File: config.mk
export PLATFORM = sky130hd
export DESIGN_NAME = approx_mul_sched
export DESIGN_NICKNAME = d
export VERILOG_FILES = /design/src/rtl/approx_mul_sched.sv
export SDC_FILE = /design/constraint.sdc
export NUM_CORES = 1
export LEC_CHECK = 0
export CAP_MARGIN = 20
export CORE_MARGIN = 2
export CORE_UTILIZATION = 40
export CTS_CLUSTER_DIAMETER = 80
export CTS_CLUSTER_SIZE = 24
export DETAILED_ROUTE_END_ITERATION = 10
export GPL_ROUTABILITY_DRIVEN = 0
export PLACE_DENSITY = 0.91
export SLEW_MARGIN = 20
export SYNTH_ARGS = -nofsm -noshare
export SYNTH_HDL_FRONTEND = slang
export SYNTH_SLANG_ARGS = --single-unit
File: constraint.sdc
create_clock -name clk -period 6.05 [get_ports clk]
set_input_delay 1.21 -clock clk [delete_from_list [all_inputs] [get_ports clk]]
set_output_delay 1.21 -clock clk [all_outputs]
set_load 0.05 [all_outputs]
File: src/rtl/approx_mul_sched.sv
// approx_mul_sched
// Shares one combinational approximate 8x8 multiplier among up to four
// requesters. A round-robin arbiter feeds a two-stage pipeline:
//   S1 (issue)  holds the operands that drive the multiplier.
//   S2 (result) captures the product and presents it to the consumer.
// Both stages use valid/ready handshakes, so the pipeline sustains one
// result per cycle and stalls cleanly under consumer backpressure.
module approx_mul_sched #(
  parameter int NREQ = 4,
  parameter int IDW  = 2
) (
  input  logic              clk,
  input  logic              rst_n,
  input  logic [NREQ-1:0]   req_valid,
  output logic [NREQ-1:0]   req_ready,
  input  logic [NREQ*8-1:0] req_x,
  input  logic [NREQ*8-1:0] req_y,
  output logic [7:0]        mul_x,
  output logic [7:0]        mul_y,
  input  logic [15:0]       mul_z,
  output logic              res_valid,
  input  logic              res_ready,
  output logic [IDW-1:0]    res_id,
  output logic [15:0]       res_z,
  output logic [15:0]       done_cnt
);

  // Issue stage (S1)
  logic           r_s1Valid;
  logic [IDW-1:0] r_s1Id;
  logic [7:0]     r_s1X;
  logic [7:0]     r_s1Y;

  // Result stage (S2)
  logic           r_s2Valid;
  logic [IDW-1:0] r_s2Id;
  logic [15:0]    r_s2Z;

  // Arbitration pointer and handoff counter
  logic [IDW-1:0] r_rrPtr;
  logic [15:0]    r_doneCnt;

  // Stage advance, arbitration and operand-select nets
  logic           w_adv2;
  logic           w_adv1;
  logic           w_found;
  logic [IDW-1:0] w_grant;
  logic           w_xfer;
  logic [7:0]     w_selX;
  logic [7:0]     w_selY;

  // A stage may advance when it is empty or its downstream is moving.
  assign w_adv2 = !r_s2Valid || res_ready;
  assign w_adv1 = !r_s1Valid || w_adv2;
  assign w_xfer = w_found && w_adv1;

  // Round-robin search: first valid requester at or after the pointer, wrapping.
  always_comb begin : arbSearch
    int idx;
    w_found = 1'b0;
    w_grant = '0;
    idx     = 0;
    for (int k = 0; k < NREQ; k++) begin
      idx = int'(r_rrPtr) + k;
      if (idx >= NREQ) begin
        idx = idx - NREQ;
      end
      if (!w_found && req_valid[IDW'(idx)]) begin
        w_found = 1'b1;
        w_grant = IDW'(idx);
      end
    end
  end

  // Only the winner sees ready, and only while S1 can take it and reset is released.
  always_comb begin
    req_ready = '0;
    for (int i = 0; i < NREQ; i++) begin
      req_ready[i] = rst_n && w_xfer && (w_grant == IDW'(i));
    end
  end

  // Operand mux selecting the winning requester's x/y slices.
  always_comb begin
    w_selX = '0;
    w_selY = '0;
    for (int i = 0; i < NREQ; i++) begin
      if (w_grant == IDW'(i)) begin
        w_selX = req_x[8*i +: 8];
        w_selY = req_y[8*i +: 8];
      end
    end
  end

  // S1 loads on a transfer, empties (zeroing operands) when it drains without one.
  always_ff @(posedge clk or negedge rst_n) begin
    if (!rst_n) begin
      r_s1Valid <= 1'b0;
      r_s1Id    <= '0;
      r_s1X     <= '0;
      r_s1Y     <= '0;
    end else if (w_adv1) begin
      if (w_xfer) begin
        r_s1Valid <= 1'b1;
        r_s1Id    <= w_grant;
        r_s1X     <= w_selX;
        r_s1Y     <= w_selY;
      end else begin
        r_s1Valid <= 1'b0;
        r_s1Id    <= '0;
        r_s1X     <= '0;
        r_s1Y     <= '0;
      end
    end
  end

  // Pointer moves just past the granted requester; it holds when nothing transfers.
  always_ff @(posedge clk or negedge rst_n) begin
    if (!rst_n) begin
      r_rrPtr <= '0;
    end else if (w_xfer) begin
      if (int'(w_grant) == NREQ - 1) begin
        r_rrPtr <= '0;
      end else begin
        r_rrPtr <= w_grant + IDW'(1);
      end
    end
  end

  // S2 captures the multiplier output for whatever S1 holds when it is free to move.
  always_ff @(posedge clk or negedge rst_n) begin
    if (!rst_n) begin
      r_s2Valid <= 1'b0;
      r_s2Id    <= '0;
      r_s2Z     <= '0;
    end else if (w_adv2) begin
      r_s2Valid <= r_s1Valid;
      if (r_s1Valid) begin
        r_s2Id <= r_s1Id;
        r_s2Z  <= mul_z;
      end
    end
  end

  // Count every result handshake; the counter wraps naturally at 16 bits.
  always_ff @(posedge clk or negedge rst_n) begin
    if (!rst_n) begin
      r_doneCnt <= '0;
    end else if (r_s2Valid && res_ready) begin
      r_doneCnt <= r_doneCnt + 16'd1;
    end
  end

  assign mul_x     = r_s1X;
  assign mul_y     = r_s1Y;
  assign res_valid = r_s2Valid;
  assign res_id    = r_s2Id;
  assign res_z     = r_s2Z;
  assign done_cnt  = r_doneCnt;

endmodule

## Word level (Yosys, flattened, before mapping)

Cells that the tools add are included.

- Register bits after elaboration: 56
- Input bits: 87
- Logic and storage cells: 86
- Output and inout bits: 55

- Equal/unequal tests: 4
- Add/subtract/negate cells: 9
- Reductions and logical operators: 19
- $lt $le $gt $ge: 8
- Mux-type cells: 37

Operators with widths:

| cell | number |
|---|---|
| two-way mux 8 bit | 10 |
| two-way mux 2 bit | 10 |
| adder 16 x 1 -> 16 bit, second input constant | 1 |
| < comparator 2 x 4 -> 1 bit, second input constant | 4 |
| two-way mux 1 bit | 13 |
| logical AND 1 bit | 10 |
| >= comparator 3 bit, second input constant | 3 |
| binary-select mux 1 bit (select 2 bit) | 4 |
| subtractor 2 x 1 -> 2 bit, second input constant | 4 |
| adder 2 x 2 -> 3 bit, second input constant | 2 |
| logical NOT 1 bit | 5 |
| == test 2 x 1 -> 1 bit, second input constant | 2 |
| == test 2 bit, second input constant | 2 |
| adder 2 x 1 -> 3 bit, second input constant | 1 |
| >= comparator 2 x 3 -> 1 bit, second input constant | 1 |
| adder 2 x 1 -> 2 bit, second input constant | 1 |
| logical NOT 2 bit | 1 |
| logical OR 1 bit | 2 |
| AND reduction 2 bit | 1 |

## Depth between registers and ports, before layout

Gate-level depths: netlist of run 1.

- Word-level depth: 21
- Gate-level depth with buffers: 11
- Depth with buffers taken out: 9

## Worst setup path before layout of run 1

Ideal clock, no wire load.

- Path kind: input to output
- Start point: input port req_valid[3]
- End point: output port req_ready[3]
- Data arrival time: 2.915 ns
- Data required time: 4.840 ns
- Path slack: 1.925 ns
- Stages on the path: 8
- Path buffers: 2
- Cells stage by stage: nand2b_1 > nand2_1 > a221o_1 > inv_1 > ha_1 > buf_1 > clkbuf_1 > and3_1

- Cells in the longest elaborated chain, start to end: 16
- Elaborated cells between the ends (all ways): 30
- Those cells by class: eq/ne (1); mux (20); reduce/logical (9)

Ends and longest elaborated chain:

| item | line | source |
|---|---|---|
| from (decl) | 14 | `input logic [NREQ-1:0] req_valid,` |
| binary-select mux 1 bit (select 2 bit) | 68 | `if (!w_found && req_valid[IDW'(idx)]) begin` |
| two-way mux 1 bit (implied by the code) (2 in a row) | 68 |  |
| two-way mux 1 bit | 68 |  |
| logical NOT 1 bit | 68 |  |
| logical AND 1 bit | 68 |  |
| two-way mux 1 bit | 68 |  |
| logical NOT 1 bit | 68 |  |
| logical AND 1 bit | 68 |  |
| two-way mux 1 bit | 68 |  |
| logical NOT 1 bit | 68 |  |
| logical AND 1 bit | 68 |  |
| two-way mux 1 bit | 68 |  |
| logical AND 1 bit | 55 | `assign w_xfer = w_found && w_adv1;` |
| logical AND 1 bit | 79 | `req_ready[i] = rst_n && w_xfer && (w_grant == IDW'(i));` |
| logical AND 1 bit * | 79 |  |
| to (decl) | 15 | `output logic [NREQ-1:0] req_ready,` |

Mark *: on every way between the ends. The rest lies on a longest branch, timed or not. The select of a mux whose other input is x is not followed.

## Worst setup path in the final report of run 1

- Start point: input port req_valid[3]
- End point: output port req_ready[2]

The elaborated chain is that of the path after synthesis.

==> impl_metrics.yaml, run 1 <==
run_status:
  outcome: "completed"
worst_setup_path:
  endpoint: "req_ready[2]"
  path_common_cell: "clkdlybuf4s50_1"
  rrSetupSlack_ps: 3470
  rr_startpoint: "r_rrPtr[1]"
  setup.worst_path.start_class: "input pin"
  cp_num_buf_inv: 4
  critPathSlowestCell: "clkdlybuf4s50_1"
  path_delay_family: "buffers and inverters"
  critPathMaxStageDelay_ps: 800
  arrival_ps: 4000
  end_kind: "output port"
  cp.required_ps: 4840
  rr_worst_depth: 10
  cp.depth: 9
  cp_cell_sequence: "clkdlybuf4s50_1 > nand2b_1 > nand2_1 > a221o_1 > inv_1 > ha_1 > buf_4 > and3_1 > clkdlybuf4s50_1"
  cp-startpoint: "req_valid[3]"
  cp_max_fo: 33
  path_class: "in2out"
  reg2reg_to: "mul_y[1]"
timing:
  setup_violations: 0
  slew_violations: 0
  hold_ws_ps: 484
  fin_crit_sh: 0.862
  fmax_ghz: 0.192
  period_needed_ps: 5210
  tightest_slew_ps: 701
  rsz0062_at_grt: "false"
  slew_headroom: 0.533
  finalHoldViolCount: 0
  worst_clock_skew_ps: 4.68
  setup_tns_ps: 0
detailed_routing:
  drtAntennaViolNets: 0
  viasPerCell: 5.07
  drtIter0Drc: 130
  wl_per_cell_um: 14.9
  drt_wl_total_um: 7470
  dr.pass1.iters: 5
  route.detailed.drc: 0
  vias: 2540
finish:
  antenna_cells: 0
  fin_cells: 501
  fill_cells: 549
  area_delta_synth_final_pct: 55.9
  finalNetCount: 496
  drive_gt1_frac: 0.104
cts:
  post_cts_buffers: 0
  clock_sinks: 56
  clk_pin_slew_worst_paths_ps: 90
  clockRootBuffer: "clkbuf_8"
  ctsResizeCount: 0
  holdBufCountCts: 0
  clk_latency_ps: 300
  htreeDepth: 2
  numCtsBuffers: 5
  cts_tree: "yes"
  cts_buffer_depth: 2
global_routing:
  grt_overflow: 0
  grt_pass1_vias: 2577
  grt_pass1_wl_um: 11800
  gr-usage-all-layers: 0.192
  antenna_found_initial: 0
  grt_max_degree: 57
power_and_ir_drop:
  p_sw_frac: 0.459
  clkPwrFrac: 0.118
  combPwrFrac: 0.561
  power_density_nw_per_um2: 396
  ir_drop_mv: 0.184
  leakagePower_nw: 1.88
  intPower_w: 0.000945
  power.switching_w: 0.000802
  p_seq_frac: 0.321
floorplanning:
  rows: 30
  coreArea_um2: 6830
  dieArea_um2: 7770
  die_x_um: 88.2
  initial_utilization: 0.415
  ios: 142
  die_h_um: 88.2
place:
  dp.cells: 493
  port_buffers: 141
  dpl.hpwl_um: 5890
logic_synthesis:
  yosys-top-cells-area: "dfrtp_1 49%, mux2_2 7.6%, a221o_1 5.7%, a22oi_1 4.2%, nand2_1 3.7%"
  ys_warn_count: 0
  synth.distinct_cells: 39
  netlist_instances: 267
  ys_seq_area_frac: 0.495
  syn_avg_cell_area_um2: 10.6
  ys_ff_latch: 56
  netlist_area_um2: 2830
  synthesis.nets: 359
  synth.top_cell.area_share: 0.495
  yosysTopAreaCell: "dfrtp_1"
flow_run:
  cap_violations: 0
min_path:
  hold_path_class: "reg2reg"
-- cell usage after synthesis, drive strengths merged --
library cell / number
nand3: 3
nor3: 1
and4: 1
and3: 4
nand4b: 1
nand2b: 3
a21o: 1
buf: 6
dfrtp: 56
o21ai: 21
ha: 5
nand3b: 2
clkbuf: 10
o22a: 1
and2: 1
a21oi: 17
mux2: 20
a22oi: 16
mux2i: 1
nor2: 6
nor2b: 1
a221o: 16
nand2: 30
nand4: 5
xor2: 4
inv: 19
xnor2: 11
or2: 2
nor4: 3
-- placed cells by master (no fill, tap or decap), types with 2 or more instances in the layout --
| cell | netlist | routed |
|---|---|---|
| clkdlybuf4s50_1 | 0 | 140 |
| dfrtp_1 | 56 | 56 |
| nand2_1 | 28 | 28 |
| mux2_2 | 19 | 19 |
| inv_1 | 18 | 18 |
| a21oi_1 | 17 | 17 |
| a221o_1 | 16 | 16 |
| a22oi_1 | 16 | 16 |
| o21ai_1 | 14 | 14 |
| xnor2_1 | 11 | 11 |
| o21ai_0 | 7 | 7 |
| clkbuf_8 | 0 | 6 |
| nor2_1 | 5 | 5 |
| ha_1 | 5 | 5 |
| buf_4 | 3 | 5 |
| and3_1 | 4 | 4 |
| nand4_1 | 4 | 4 |
| xor2_1 | 4 | 4 |
| nand3_1 | 3 | 3 |
| nand3b_1 | 2 | 2 |
| nand2b_1 | 2 | 2 |
| nand2_2 | 2 | 2 |
| nor4_4 | 2 | 2 |
| or2_1 | 2 | 2 |
-- power groups by stage --
stage / clock, W / sequential, W / combinational, W
final: 0.000206 / 0.000561 / 0.000980
after global routing: 0.000231 / 0.000575 / 0.00105
after CTS: 0.000214 / 0.000562 / 0.000986
after detailed placement: 0 / 0.000570 / 0.000984
after global placement: 0 / 0.000565 / 0.000963
after floorplan: 0 / 0.000877 / 0.000330
-- final cells by class --
cell class | count | area (um^2) | area share
clock buffer | 7 | 86.3 | 0.0195
clock inverter | 1 | 7.51 | 0.00170
inverter | 19 | 71.3 | 0.0161
multi-input combinational | 176 | 1290 | 0.291
sequential | 56 | 1400 | 0.317
tap | 96 | 120 | 0.0272
timing repair buffer | 146 | 1440 | 0.327
-- logic make-up after synthesis --
family / Yosys count / share of synthesized area
XOR/XNOR: 15 / 0.0464
adder cells (fa/ha/maj): 5 / 0.0221
AO/OA/AOI/OAI: 72 / 0.172
AND/OR/NAND/NOR: 63 / 0.131
flip-flops: 56 / 0.495
buffers and inverters: 35 / 0.0512
multiplexers: 21 / 0.0830
-- flip-flops by register name, summed over array words and instances, names as in the netlist --
name	flops
r_s1Id	2
r_s1Valid	1
res_valid	1
res_z	16
res_id	2
mul_x	8
r_rrPtr	2
mul_y	8
done_cnt	16
-- worst min-delay path by stage --
stage,startpoint,end,slack [ps],cells after the start
CTS,done_cnt[15],done_cnt[15],480,1
global route,done_cnt[15],done_cnt[15],510,1
detailed placement,done_cnt[15],done_cnt[15],470,1
global placement,done_cnt[15],done_cnt[15],460,1
finish,done_cnt[15],done_cnt[15],480,1
floorplan,r_s1Id[0],r_s1Id[0],450,2
-- metrics by stage --
step	util	area [um^2]	worst slack (ps)	total power (W)
final	0.647	4420	835	0.00175
after global routing	0.647	4420	692	0.00185
after CTS	0.647	4420	851	0.00176
after detailed placement	0.633	4320	858	0.00155
after global placement	0.633	4320	967	0.00153
after floorplan	-	2830	1920	0.00121
-- routing by layer --
metal	wire, um	GRT usage	up-vias
met5	0	0	-
met4	90	0.0358	0
met3	606	0.0386	10
met2	3700	0.351	135
met1	3080	0.236	1175
li1	-	-	1220
No activity file was read; power rests on OpenSTA's default activity.
==> inputs of run 2 (changes only) <==
--- a/config.mk
+++ b/config.mk
@@ -7,12 +7,11 @@
 export LEC_CHECK = 0
 export CAP_MARGIN = 20
 export CORE_MARGIN = 2
-export CORE_UTILIZATION = 40
+export CORE_UTILIZATION = 29
 export CTS_CLUSTER_DIAMETER = 80
 export CTS_CLUSTER_SIZE = 24
 export DETAILED_ROUTE_END_ITERATION = 10
 export GPL_ROUTABILITY_DRIVEN = 0
-export PLACE_DENSITY = 0.91
 export SLEW_MARGIN = 20
 export SYNTH_ARGS = -nofsm -noshare
 export SYNTH_HDL_FRONTEND = slang
==> run 2 against run 1 <==
Net effect:
- first-iteration DRC count is 55% lower
- flip-flop and latch count unchanged
- global-route usage decreased by 5.2 points
- clock power up 23%
- critical path type unchanged
- total power rose by 2.8%
==> impl_metrics.yaml, run 2 (synthesis gave the netlist of run 1 again) <==
run_status:
  outcome: "completed"
timing:
  rsz0062_at_grt: "false"
  setup_violations: 0
  tightest_slew_ps: 665
  worst_clock_skew_ps: 10.9
  fmax_ghz: 0.187
  period_needed_ps: 5350
  slew_headroom: 0.557
  fin_crit_sh: 0.884
  hold_ws_ps: 472
  finalHoldViolCount: 0
  setup_tns_ps: 0
  slew_violations: 0
floorplanning:
  rows: 36
  die_x_um: 103
  initial_utilization: 0.294
  dieArea_um2: 10600
  die_h_um: 103
  ios: 142
  coreArea_um2: 9640
cts:
  cts_buffer_depth: 2
  clk_pin_slew_worst_paths_ps: 100
  htreeDepth: 2
  clk_latency_ps: 310
  cts_tree: "yes"
  ctsResizeCount: 0
  numCtsBuffers: 5
  post_cts_buffers: 0
  holdBufCountCts: 0
  clockRootBuffer: "clkbuf_8"
  clock_sinks: 56
place:
  dpl.hpwl_um: 5820
  post_dp_cell_area_um2: 4360
  port_buffers: 141
global_routing:
  gr-usage-all-layers: 0.140
  grt_max_degree: 54
  busiest_layer: "met2"
  antenna_found_initial: 0
  grt_overflow: 0
  grt_util_met2: 0.233
  grt_pass1_wl_um: 11800
  grt_pass1_vias: 2430
  use_met3: 0.0325
  grtUsageMet1: 0.190
worst_setup_path:
  arrival_ps: 4140
  cp-startpoint: "req_valid[3]"
  end_kind: "output port"
  setup.worst_path.start_class: "input pin"
  rr_startpoint: "r_rrPtr[1]"
  cp_max_fo: 19
  path_class: "in2out"
  cp.required_ps: 4840
detailed_routing:
  dr.pass1.iters: 6
  wl_per_cell_um: 13.9
  viasPerCell: 4.63
  drt_wl_total_um: 7440
  drtAntennaViolNets: 0
  drtIter0Drc: 58
  vias: 2485
  route.detailed.drc: 0
min_path:
  hp-start: "done_cnt[15]"
  hold_path_class: "reg2reg"
finish:
  antenna_cells: 0
  layout_commonest_cell: "clkdlybuf4s50_1"
  area_delta_synth_final_pct: 58.3
  drive_gt1_frac: 0.104
  mostFrequentLayoutCells: "140 x clkdlybuf4s50_1, 56 x dfrtp_1, 28 x nand2_1, 19 x mux2_2, 18 x inv_1"
  finalNetCount: 495
  fin_area_um2: 4480
power_and_ir_drop:
  ir_drop_mv: 0.168
  power_density_nw_per_um2: 401
  p_total_w: 0.00180
  leakagePower_nw: 1.89
flow_run:
  cap_violations: 0
[run 2: changes by cell type in the layout (fill, tap and decap cells not counted), sizes merged]
cell,before,now
buf,6,5
bufinv,0,1
clkinv,0,1
clkbuf,7,6
clkinvlp,1,0
[run 2: final cells by class]
type,count,area [um^2]
fill,950,5160
timing repair buffer,145,1440
inverter,19,71.3
clock inverter,2,38.8
clock buffer,6,82.6
tap,133,166
multi-input combinational,176,1290
sequential,56,1400
[run 2: critical path, cell delays in order]
cell and delay, ps:
clkdlybuf4s50_1 560, nand2b_1 170, a21o_1 120, nand4b_1 270
inv_1 170, ha_1 580, and3_1 260, clkdlybuf4s50_1 800
[run 2: routing by layer]
layer | routed length (um) | up-vias
met2 | 3510 | 97
met5 | 0 | -
met4 | 40 | 0
li1 | - | 1224
met1 | 3370 | 1160
met3 | 521 | 4
[run 2: where the power goes]
| group | internal, W | leakage (nW) | switching, W |
|---|---|---|---|
| clock | 0.000135 | 0.0614 | 0.000118 |
| combinational | 0.000376 | 1.14 | 0.000603 |
| sequential | 0.000475 | 0.692 | 0.0000878 |
| total | 0.000987 | 1.89 | 0.000809 |
[run 2: through the flow]
stage | util | setup slack, ps | std cells
final | 0.465 | 699 | 537
after global routing | 0.465 | 568 | 537
after CTS | 0.465 | 724 | 537
after detailed placement | 0.452 | 743 | 529
after global placement | 0.452 | 823 | 529
after floorplan | - | 1920 | 267
[run 2: final timing paths]
check	to	slack, ps	depth (start not counted)
min	done_cnt[15]	470	1
min in group asynchronous	mul_y[0]	720	1
max in group asynchronous	done_cnt[12]	4460	2
max	req_ready[1]	700	8
max reg2reg	mul_x[2]	3260	9
min reg2reg	done_cnt[15]	470	1
